===== config.mk =====
export PLATFORM = sky130hd
export DESIGN_NAME = apb_master
export DESIGN_NICKNAME = d
export VERILOG_FILES = /design/src/rtl/apb_pkg.sv /design/src/rtl/apb_timeout_ctr.sv /design/src/rtl/apb_master.sv
export SDC_FILE = /design/constraint.sdc
export NUM_CORES = 1
export LEC_CHECK = 0
export ABC_AREA = 1
export CAP_MARGIN = 25
export CORE_UTILIZATION = 35
export CTS_CLUSTER_DIAMETER = 40
export DETAILED_ROUTE_END_ITERATION = 12
export GPL_TIMING_DRIVEN = 1
export MAX_ROUTING_LAYER = met4
export PLACE_DENSITY = 0.65
export SLEW_MARGIN = 20
export SYNTH_ARGS = -nofsm -noshare
export SYNTH_HDL_FRONTEND = slang
export SYNTH_SLANG_ARGS = --single-unit

===== constraint.sdc =====
create_clock -name pclk -period 2.42 [get_ports pclk]
set_input_delay 0.242 -clock pclk [delete_from_list [all_inputs] [get_ports pclk]]
set_output_delay 0.242 -clock pclk [all_outputs]
set_load 0.05 [all_outputs]

===== src/rtl/apb_pkg.sv =====
// apb_pkg: shared APB state encoding and default bus widths for requester and responder
package apb_pkg;
  typedef enum logic [1:0] {
    IDLE   = 2'b00,
    SETUP  = 2'b01,
    ACCESS = 2'b10
  } apb_state_t;
  localparam int APB_ADDR_W = 8;
  localparam int APB_DATA_W = 8;
endpackage


===== src/rtl/apb_timeout_ctr.sv =====
// apb_timeout_ctr: saturating wait-state counter that flags the edge on which the limit is reached
module apb_timeout_ctr #(
  parameter int W = 4
) (
  input  logic         clk,
  input  logic         rst_n,
  input  logic         clear,
  input  logic         enable,
  input  logic [W-1:0] limit,
  output logic         expired
);
  logic [W-1:0] cnt_q, cnt_d;
  // expired is true on the stalled edge that would bring the count up to limit; limit 0 never expires
  assign expired = enable && limit != '0 && cnt_q == limit - 1'b1;
  // clear wins, otherwise count stalled edges and stick at all-ones
  always_comb cnt_d = clear ? '0 : (enable && cnt_q != '1) ? cnt_q + 1'b1 : cnt_q;
  // counter register
  always_ff @(posedge clk or negedge rst_n) begin
    if (!rst_n) cnt_q <= '0;
    else cnt_q <= cnt_d;
  end
endmodule


===== src/rtl/apb_master.sv =====
// apb_master: single-initiator APB requester, one SETUP+ACCESS transfer per accepted command
module apb_master
  import apb_pkg::*;
#(
  parameter int ADDR_W  = APB_ADDR_W,
  parameter int DATA_W  = APB_DATA_W,
  parameter int TIMEOUT = 15
) (
  input  logic              pclk,
  input  logic              presetn,
  input  logic              cmd_valid,
  output logic              cmd_ready,
  input  logic              cmd_write,
  input  logic [ADDR_W-1:0] cmd_addr,
  input  logic [DATA_W-1:0] cmd_wdata,
  output logic              rsp_valid,
  output logic [DATA_W-1:0] rsp_rdata,
  output logic              rsp_err,
  output logic              psel,
  output logic              penable,
  output logic              pwrite,
  output logic [ADDR_W-1:0] paddr,
  output logic [DATA_W-1:0] pwdata,
  input  logic [DATA_W-1:0] prdata,
  input  logic              pready
);
  localparam int CW = TIMEOUT > 0 ? $clog2(TIMEOUT + 1) : 1;
  apb_state_t state_q, state_d;
  logic psel_q, psel_d, penable_q, penable_d, pwrite_q, pwrite_d;
  logic rsp_valid_q, rsp_valid_d, rsp_err_q, rsp_err_d;
  logic [ADDR_W-1:0] paddr_q, paddr_d;
  logic [DATA_W-1:0] pwdata_q, pwdata_d, rsp_rdata_q, rsp_rdata_d;
  logic accept, expired;
  assign cmd_ready = presetn && state_q == IDLE;
  assign accept    = cmd_valid && cmd_ready;
  assign psel      = psel_q;
  assign penable   = penable_q;
  assign pwrite    = pwrite_q;
  assign paddr     = paddr_q;
  assign pwdata    = pwdata_q;
  assign rsp_valid = rsp_valid_q;
  assign rsp_rdata = rsp_rdata_q;
  assign rsp_err   = rsp_err_q;
  apb_timeout_ctr #(.W(CW)) u_tmo (
    .clk     (pclk),
    .rst_n   (presetn),
    .clear   (accept),
    .enable  (state_q == ACCESS && !pready),
    .limit   (CW'(TIMEOUT)),
    .expired (expired)
  );
  // next-state and next-output logic; bus fields hold between transfers, response fields pulse
  always_comb begin
    state_d     = state_q;
    psel_d      = psel_q;
    penable_d   = penable_q;
    pwrite_d    = pwrite_q;
    paddr_d     = paddr_q;
    pwdata_d    = pwdata_q;
    rsp_valid_d = 1'b0;
    rsp_err_d   = 1'b0;
    rsp_rdata_d = '0;
    unique case (state_q)
      IDLE: if (accept) begin
        state_d  = SETUP;
        psel_d   = 1'b1;
        pwrite_d = cmd_write;
        paddr_d  = cmd_addr;
        pwdata_d = cmd_write ? cmd_wdata : '0;
      end
      SETUP: begin
        state_d   = ACCESS;
        penable_d = 1'b1;
      end
      ACCESS: if (pready || expired) begin
        state_d     = IDLE;
        psel_d      = 1'b0;
        penable_d   = 1'b0;
        rsp_valid_d = 1'b1;
        rsp_err_d   = !pready;
        rsp_rdata_d = (pready && !pwrite_q) ? prdata : '0;
      end
      default: begin
        state_d   = IDLE;
        psel_d    = 1'b0;
        penable_d = 1'b0;
      end
    endcase
  end
  // state and registered outputs; reset drops the bus at once and discards any pending response
  always_ff @(posedge pclk or negedge presetn) begin
    if (!presetn) begin
      state_q     <= IDLE;
      psel_q      <= 1'b0;
      penable_q   <= 1'b0;
      pwrite_q    <= 1'b0;
      paddr_q     <= '0;
      pwdata_q    <= '0;
      rsp_valid_q <= 1'b0;
      rsp_err_q   <= 1'b0;
      rsp_rdata_q <= '0;
    end else begin
      state_q     <= state_d;
      psel_q      <= psel_d;
      penable_q   <= penable_d;
      pwrite_q    <= pwrite_d;
      paddr_q     <= paddr_d;
      pwdata_q    <= pwdata_d;
      rsp_valid_q <= rsp_valid_d;
      rsp_err_q   <= rsp_err_d;
      rsp_rdata_q <= rsp_rdata_d;
    end
  end
endmodule


==> results.py <==
metrics = {
    "status": {
        "outcome": "finished clean",
    },
    "placement": {
        "place.gp.congestion": 0.736,
        "port-buffer-count": 58,
        "place.detailed.instances": 253,
        "place_area_sq_um": 2070,
        "dpl.hpwl_um": 2480,
    },
    "critical_path": {
        "cp.buffers_inverters": 3,
        "timing.critical_path.max_delay_family": "buffers and inverters",
        "setup.worst_path.end_class": "output pin",
        "crit_fanout": 18,
        "arrival_ns": 1.64,
        "critical_path_required_ns": 2.18,
        "kind_of_critical_path": "in -> out",
        "cell_type_of_the_slowest_stage_on_the_worst_timing_path": "sky130_fd_sc_hd__dlygate4sd3_1",
        "stage_delay_of_the_slowest_cell_on_the_critical_path_ns": 0.52,
        "crit_chain": "dlygate4sd3_1, buf_2, nor3b_1, buf_4",
        "crit_path_start_kind": "primary input",
    },
    "clocking": {
        "cts.path.max_buffers": 2,
        "cts-hold-fix-buffers": 1,
        "tritoncts_clock_tree": "built",
        "clkLatencyLatePin_ns": 0.28,
        "cts_inserted_buffers": 5,
        "cts.reportedPaths.clkPinSlew_ns": 0.07,
        "postCtsResizedCells": 0,
        "cts.sink_count": 35,
        "root_buffer": "sky130_fd_sc_hd__clkbuf_8",
        "cts_htree_levels": 2,
        "post-cts-setup-buffers": 0,
    },
    "grt": {
        "global_route_usage_sum": 0.167,
        "grt_pass1_wl_um": 5290,
        "met3_usage": 0.0531,
        "initial_antenna_violation_count": 0,
        "groute.layer.met2.usage": 0.294,
        "met1_usage": 0.176,
        "grt_start_max_net_pins": 35,
        "grt_most_used_layer": "met2",
        "grt-ovfl-total": 0,
        "via_count_of_the_first_global_routing_pass": 1203,
    },
    "synthesis": {
        "synth.yosys.seq_area_share": 0.594,
        "post_synth_instance_area_sq_um": 1480,
        "avgSynthCellArea_sq_um": 9.83,
        "synth_fp_nets": 181,
        "synthesis_warning_total": 0,
        "yosys_register_bits": 35,
        "synthCells": 150,
        "synthDistinctLibCells": 19,
    },
    "hold_path": {
        "min_path_type": "in -> async",
    },
    "sta": {
        "slew_of_the_pin_with_the_lowest_slew_margin_ns": 0.511,
        "timing.final.crit_period_ns": 1.88,
        "maxSlewHeadroom": 0.658,
        "setup_skew_ns": 0.00510,
        "rsz0062_at_grt": "false",
        "setup_violations": 0,
        "maxSlewViolCount": 0,
        "final_hold_viol_count": 0,
        "max_freq_ghz": 0.533,
        "setup-tns-final_ns": 0,
        "share_of_the_cycle_needed_by_the_critical_path_after_routing": 0.776,
    },
    "route": {
        "detail_route.iter0.violations": 55,
        "routed_wire_length_per_instance_um": 12.6,
        "routed_wirelength_um": 3280,
        "drc_errors": 0,
        "antenna_violating_nets_post_route": 0,
        "drt_first_pass_iters": 6,
        "post_drt_via_cell_ratio": 4.67,
        "vias": 1213,
    },
    "power_and_ir_drop": {
        "cell_internal_pwr_mw": 1.11,
        "cell_area_power_density_nw_per_um2": 846,
        "switching_power_mw": 0.710,
        "pwr-share-comb": 0.381,
        "power.sequential.fraction": 0.411,
        "power_leakage_nw": 1.00,
        "switching_share": 0.390,
        "pwr-share-clk": 0.208,
        "irDropWorstVdd_mv": 0.461,
    },
    "floorplanning": {
        "die_width_um": 66.9,
        "floorplan.core_area_sq_um": 4030,
        "initial_utilization": 0.366,
        "boundaryPins": 59,
        "design.die.area_sq_um": 4480,
        "chipHeight_um": 66.9,
        "placement_rows": 23,
    },
    "cells_and_area": {
        "finalInstanceArea_sq_um": 2150,
        "syn2layout_area_growth_pct": 46.0,
        "drive_gt1_frac": 0.114,
        "insertedDiodeCount": 0,
        "design.final.nets": 242,
        "finalNonFillerCells": 260,
    },
    "job": {
        "maxCapViolCount": 0,
    },
}
[cell families (layout without fill, tap and decap cells)]
| kind of cell | Yosys count | after routing | synth area share |
|---|---|---|---|
| xor+xnor | 1 | 1 | 0.00594 |
| compound gates | 9 | 9 | 0.0509 |
| flops | 35 | 35 | 0.594 |
| simple gates | 88 | 88 | 0.277 |
| fa+ha+maj | 2 | 2 | 0.0170 |
| buf+inv | 15 | 75 | 0.0551 |
[worst paths after layout]
kind	slack (ns)	endpoint	start	depth (start not counted)
worst max-delay path	0.54	cmd_ready	presetn	4
worst min-delay path	0.42	u_tmo.cnt_q[1]	presetn	2
worst max register to register	0.93	paddr[7]	state_q[0]	5
worst min register to register	0.48	pwdata[7]	pwdata[7]	2
max in group asynchronous	1.40	pwdata[0]	presetn	3
min in group pclk	0.48	pwdata[7]	pwdata[7]	2
[worst register-to-register path, stage by stage (launching register included)]
cell and delay [ns]:
sky130_fd_sc_hd__dfrtp_1 0.43, sky130_fd_sc_hd__nor2_2 0.20, sky130_fd_sc_hd__nand3_4 0.35, sky130_fd_sc_hd__inv_2 0.30, sky130_fd_sc_hd__nand2_1 0.08, sky130_fd_sc_hd__nand2_1 0.06
[synth_stat cells]
library cell / count / share of area
sky130_fd_sc_hd__buf_2: 2 / 0.0068
sky130_fd_sc_hd__dfrtp_1: 35 / 0.59
sky130_fd_sc_hd__nand3_2: 1 / 0.0068
sky130_fd_sc_hd__nand4_1: 1 / 0.0042
sky130_fd_sc_hd__clkbuf_1: 1 / 0.0025
sky130_fd_sc_hd__xor2_1: 1 / 0.0059
sky130_fd_sc_hd__nand3_4: 1 / 0.012
sky130_fd_sc_hd__ha_1: 2 / 0.017
sky130_fd_sc_hd__nor2_1: 3 / 0.0076
sky130_fd_sc_hd__inv_1: 5 / 0.013
sky130_fd_sc_hd__or2_1: 1 / 0.0042
sky130_fd_sc_hd__inv_2: 4 / 0.010
sky130_fd_sc_hd__nand2_1: 58 / 0.15
sky130_fd_sc_hd__nor3b_1: 9 / 0.046
sky130_fd_sc_hd__nor2_2: 2 / 0.0085
sky130_fd_sc_hd__a21oi_1: 1 / 0.0034
sky130_fd_sc_hd__nand3_1: 12 / 0.041
sky130_fd_sc_hd__o21ai_2: 8 / 0.047
sky130_fd_sc_hd__buf_6: 3 / 0.023
[sequential cells by signal, summed over array words and instances (netlist names)]
signal and flops:
pwdata 8, psel 1, paddr 8, u_tmo.cnt_q 4
state_q 2, penable 1, rsp_rdata 8, rsp_valid 1
rsp_err 1, pwrite 1
[metrics by stage]
step | util | setup slack, ns | total power, mW | hold WS, ns
4_1_cts | 0.534 | 0.493 | 1.84 | 0.434
3_3_place_gp | 0.514 | 0.855 | 1.44 | 0.200
2_1_floorplan | - | 0.581 | 1.20 | -0.0536
6_report | 0.534 | 0.543 | 1.82 | 0.421
5_1_grt | 0.534 | 0.406 | 1.91 | 0.459
3_5_place_dp | 0.514 | 0.801 | 1.46 | 0.199
[power by group through the flow]
stage	Sequential [mW]	Clock, mW	Combinational [mW]
floorplan	1.03	0	0.168
finish	0.748	0.379	0.694
CTS	0.748	0.391	0.701
global placement	0.753	0	0.688
detailed placement	0.756	0	0.699
global route	0.760	0.415	0.737
[cell type report]
| cell class | instances | area (sq um) |
|---|---|---|
| Fill cell | 374 | 1880 |
| Clock buffer | 6 | 72.6 |
| Tap cell | 50 | 62.6 |
| Multi-Input combinational cell | 100 | 518 |
| Inverter | 9 | 33.8 |
| Timing Repair Buffer | 60 | 591 |
| Sequential cell | 35 | 876 |
[metal layers]
metal / vias to the layer above / share of wire
met5: - / 0
met4: 0 / 0.0070
met3: 2 / 0.038
met2: 34 / 0.57
met1: 581 / 0.39
li1: 596 / -
[cells in the final DEF (no fill, tap or decap)]
| cell | Yosys | routed |
|---|---|---|
| sky130_fd_sc_hd__buf_2 | 2 | 1 |
| sky130_fd_sc_hd__clkbuf_8 | 0 | 5 |
| sky130_fd_sc_hd__nand3_2 | 1 | 1 |
| sky130_fd_sc_hd__inv_2 | 4 | 4 |
| sky130_fd_sc_hd__nand2_1 | 58 | 58 |
| sky130_fd_sc_hd__dlygate4sd3_1 | 0 | 1 |
| sky130_fd_sc_hd__inv_1 | 5 | 5 |
| sky130_fd_sc_hd__nor3b_1 | 9 | 9 |
| sky130_fd_sc_hd__ha_1 | 2 | 2 |
| sky130_fd_sc_hd__dfrtp_1 | 35 | 35 |
| sky130_fd_sc_hd__nand4_1 | 1 | 1 |
| sky130_fd_sc_hd__buf_4 | 0 | 2 |
| sky130_fd_sc_hd__nand3_4 | 1 | 1 |
| sky130_fd_sc_hd__nand3_1 | 12 | 12 |
| sky130_fd_sc_hd__clkbuf_1 | 1 | 1 |
| sky130_fd_sc_hd__or2_1 | 1 | 1 |
| sky130_fd_sc_hd__o21ai_2 | 8 | 8 |
| sky130_fd_sc_hd__xor2_1 | 1 | 1 |
| sky130_fd_sc_hd__a21oi_1 | 1 | 1 |
| sky130_fd_sc_hd__clkdlybuf4s50_1 | 0 | 56 |
| sky130_fd_sc_hd__nor2_1 | 3 | 3 |
| sky130_fd_sc_hd__nor2_2 | 2 | 2 |
No activity file was read; power rests on OpenSTA's default activity.
==> patch: new RTL, config.mk and constraints unchanged <==
`APB_DATA_W`: 8 -> 10.
--- a/src/rtl/apb_pkg.sv
+++ b/src/rtl/apb_pkg.sv
@@ -7,5 +7,5 @@
   } apb_state_t;
   localparam int APB_ADDR_W = 8;
-  localparam int APB_DATA_W = 8;
+  localparam int APB_DATA_W = 10;
 endpackage
 
Interface: changed (resized cmd_wdata, prdata, pwdata and rsp_rdata); port bits go from 59 to 67. The function was not compared with the original's and may differ.
==> patch against the original RTL <==
Synthesized area rose by 10%. Design area rose by 12%. Sequential cell count rose by 4. Power rose by 9.7%. Critical path depth did not move. Sequential share of layout area fell by 0.36 points. Utilization rose by 1.4 points. Highest routed layer unchanged. Routed wire length fell by 0.58%. Setup slack improved by 0.031 ns.
==> patch: results (changes against the original RTL) <==
- Status: complete, no violations (unchanged)
- Worst Hold Class: in2async (unchanged)
- Placed Cells: 277 (was 253)
- Clk buf depth: 2 (unchanged)
- Synth top cells by count: nand2_1 (58), dfrtp_1 (39), nand3_1 (14) (was nand2_1 (58), dfrtp_1 (35), nand3_1 (12))
- Synth Area in XOR/XNOR: 0.00538 (was 0.00594)
- Adder-Cell Fraction of Synth Area: 0.0154 (was 0.0170)
- PortBufs: 66 (was 58)
- Worst EP arrival: 1.60 ns (was 1.64 ns)
- Largest net degree at the start of global routing: 21 (was 35)
- Largest cells by area after synthesis: dfrtp_1 (60%), nand2_1 (13%), nor3b_2 (6.9%) (was dfrtp_1 (59%), nand2_1 (15%), o21ai_2 (4.7%))
- Synth Area in Compound Gates: 0.0431 (was 0.0509)
- Avg Synthesized Cell Area: 9.98 um2 (was 9.83 um2)
- Avg WL per Cell: 11.4 um (was 12.6 um)
- Vias in the first global route: 1238 (was 1203)
- Gpl congestion: 0.740 (was 0.736)
- Post-DR vias/cell: 4.53 (was 4.67)
- DRT Pass-1 Iters: 4 (was 6)
- All-Layer GR Usage: 0.151 (was 0.167)
- Share of layout cells above drive strength 1: 0.112 (was 0.114)
- H-tree depth: 2 (unchanged)
- Total length of routed wires: 3.26 mm (was 3.28 mm)
- Peak supply drop: 0.420 mV (was 0.461 mV)
- Post-CTS sizing: 0 (unchanged)
- Peak fanout along the critical path: 10 (was 18)
- Post-DP HPWL: 2.44 mm (was 2.48 mm)
- Slowest Stage Delay on Critical Path: 0.53 ns
- First-pass GRT wire length: 5.62 mm (was 5.29 mm)
- Post-synthesis sequential area ratio: 0.600 (was 0.594)
- Mapped Nets: 198 (was 181)
- Crit path max-delay family: buffers and inverters (unchanged)
- Number of antenna diodes: 0 (unchanged)
- Lkg Pwr: 1.11 nW (was 1.00 nW)
- Post-Route Skew: 0.00328 ns (was 0.00510 ns)
- Final net count: 268 (was 242)
- R2R cell count: 6 (was 5)
- Slew margin rel.: 0.658 (about the same)
- Post-synthesis mux area share: 0 (unchanged)
- Post-DP Area: 2320 um2 (was 2070 um2)
[patch: cell types whose count changed in the layout (fill, tap and decap cells not counted), sizes merged]
cell           change
clkdlybuf4s50      +8
dfrtp              +4
buf                +3
o21ai              +3
a21oi              +2
nor3b              +2
clkinv             +1
[patch: per-stage QoR]
stage	worst slack [ns]	power [mW]
2_1_floorplan	0.586	1.31
3_3_place_gp	0.795	1.59
3_5_place_dp	0.767	1.59
4_1_cts	0.521	2.02
5_1_grt	0.472	2.11
6_report	0.574	2.00
[patch: logic make-up (layout without fill, tap and decap cells)]
logic type	count (synthesis)	in the layout
simple gates	90	90
flops	39	39
buf+inv	17	87
compound gates	14	14
fa+ha+maj	2	2
xor+xnor	1	1
[patch: path summary, 6_finish.rpt]
check                      startpoint  slack [ns]        endpoint
min                           presetn        0.36  u_tmo.cnt_q[2]
min reg2reg                  paddr[0]        0.48        paddr[0]
max                           presetn        0.57       cmd_ready
max reg2reg                state_q[1]        0.85          pwrite
max in group asynchronous     presetn        1.56       pwdata[1]
min in group pclk            paddr[0]        0.48        paddr[0]
[patch: worst register-to-register path: cells and delay by family, from the launching register on]
kind          cells  cell delay, ns
flops             1            0.44
buf+inv           2            0.45
simple gates      4            0.61
[patch: layer usage]
layer  vias to the layer above  routed length (um)  global-route usage
li1                        655                   -                   -
met1                       581                1480               0.191
met2                        49                1490               0.223
met3                         5                 249              0.0462
met4                         0                  41              0.0667
met5                         -                   0                   -
[patch: area by class of cell]
cell class | instances | area (um2)
inverters | 9 | 33.8
fillers | 395 | 1990
flip-flops and latches | 39 | 976
clock buffers | 6 | 82.6
well taps | 52 | 65.1
clock inverters | 1 | 5.00
multi-input cells | 107 | 553
repair buffers | 71 | 706
[patch: power by group]
group | internal [mW] | switching [mW] | total, mW
combinational | 0.265 | 0.486 | 0.751
clock | 0.223 | 0.202 | 0.425
sequential | 0.753 | 0.0669 | 0.820
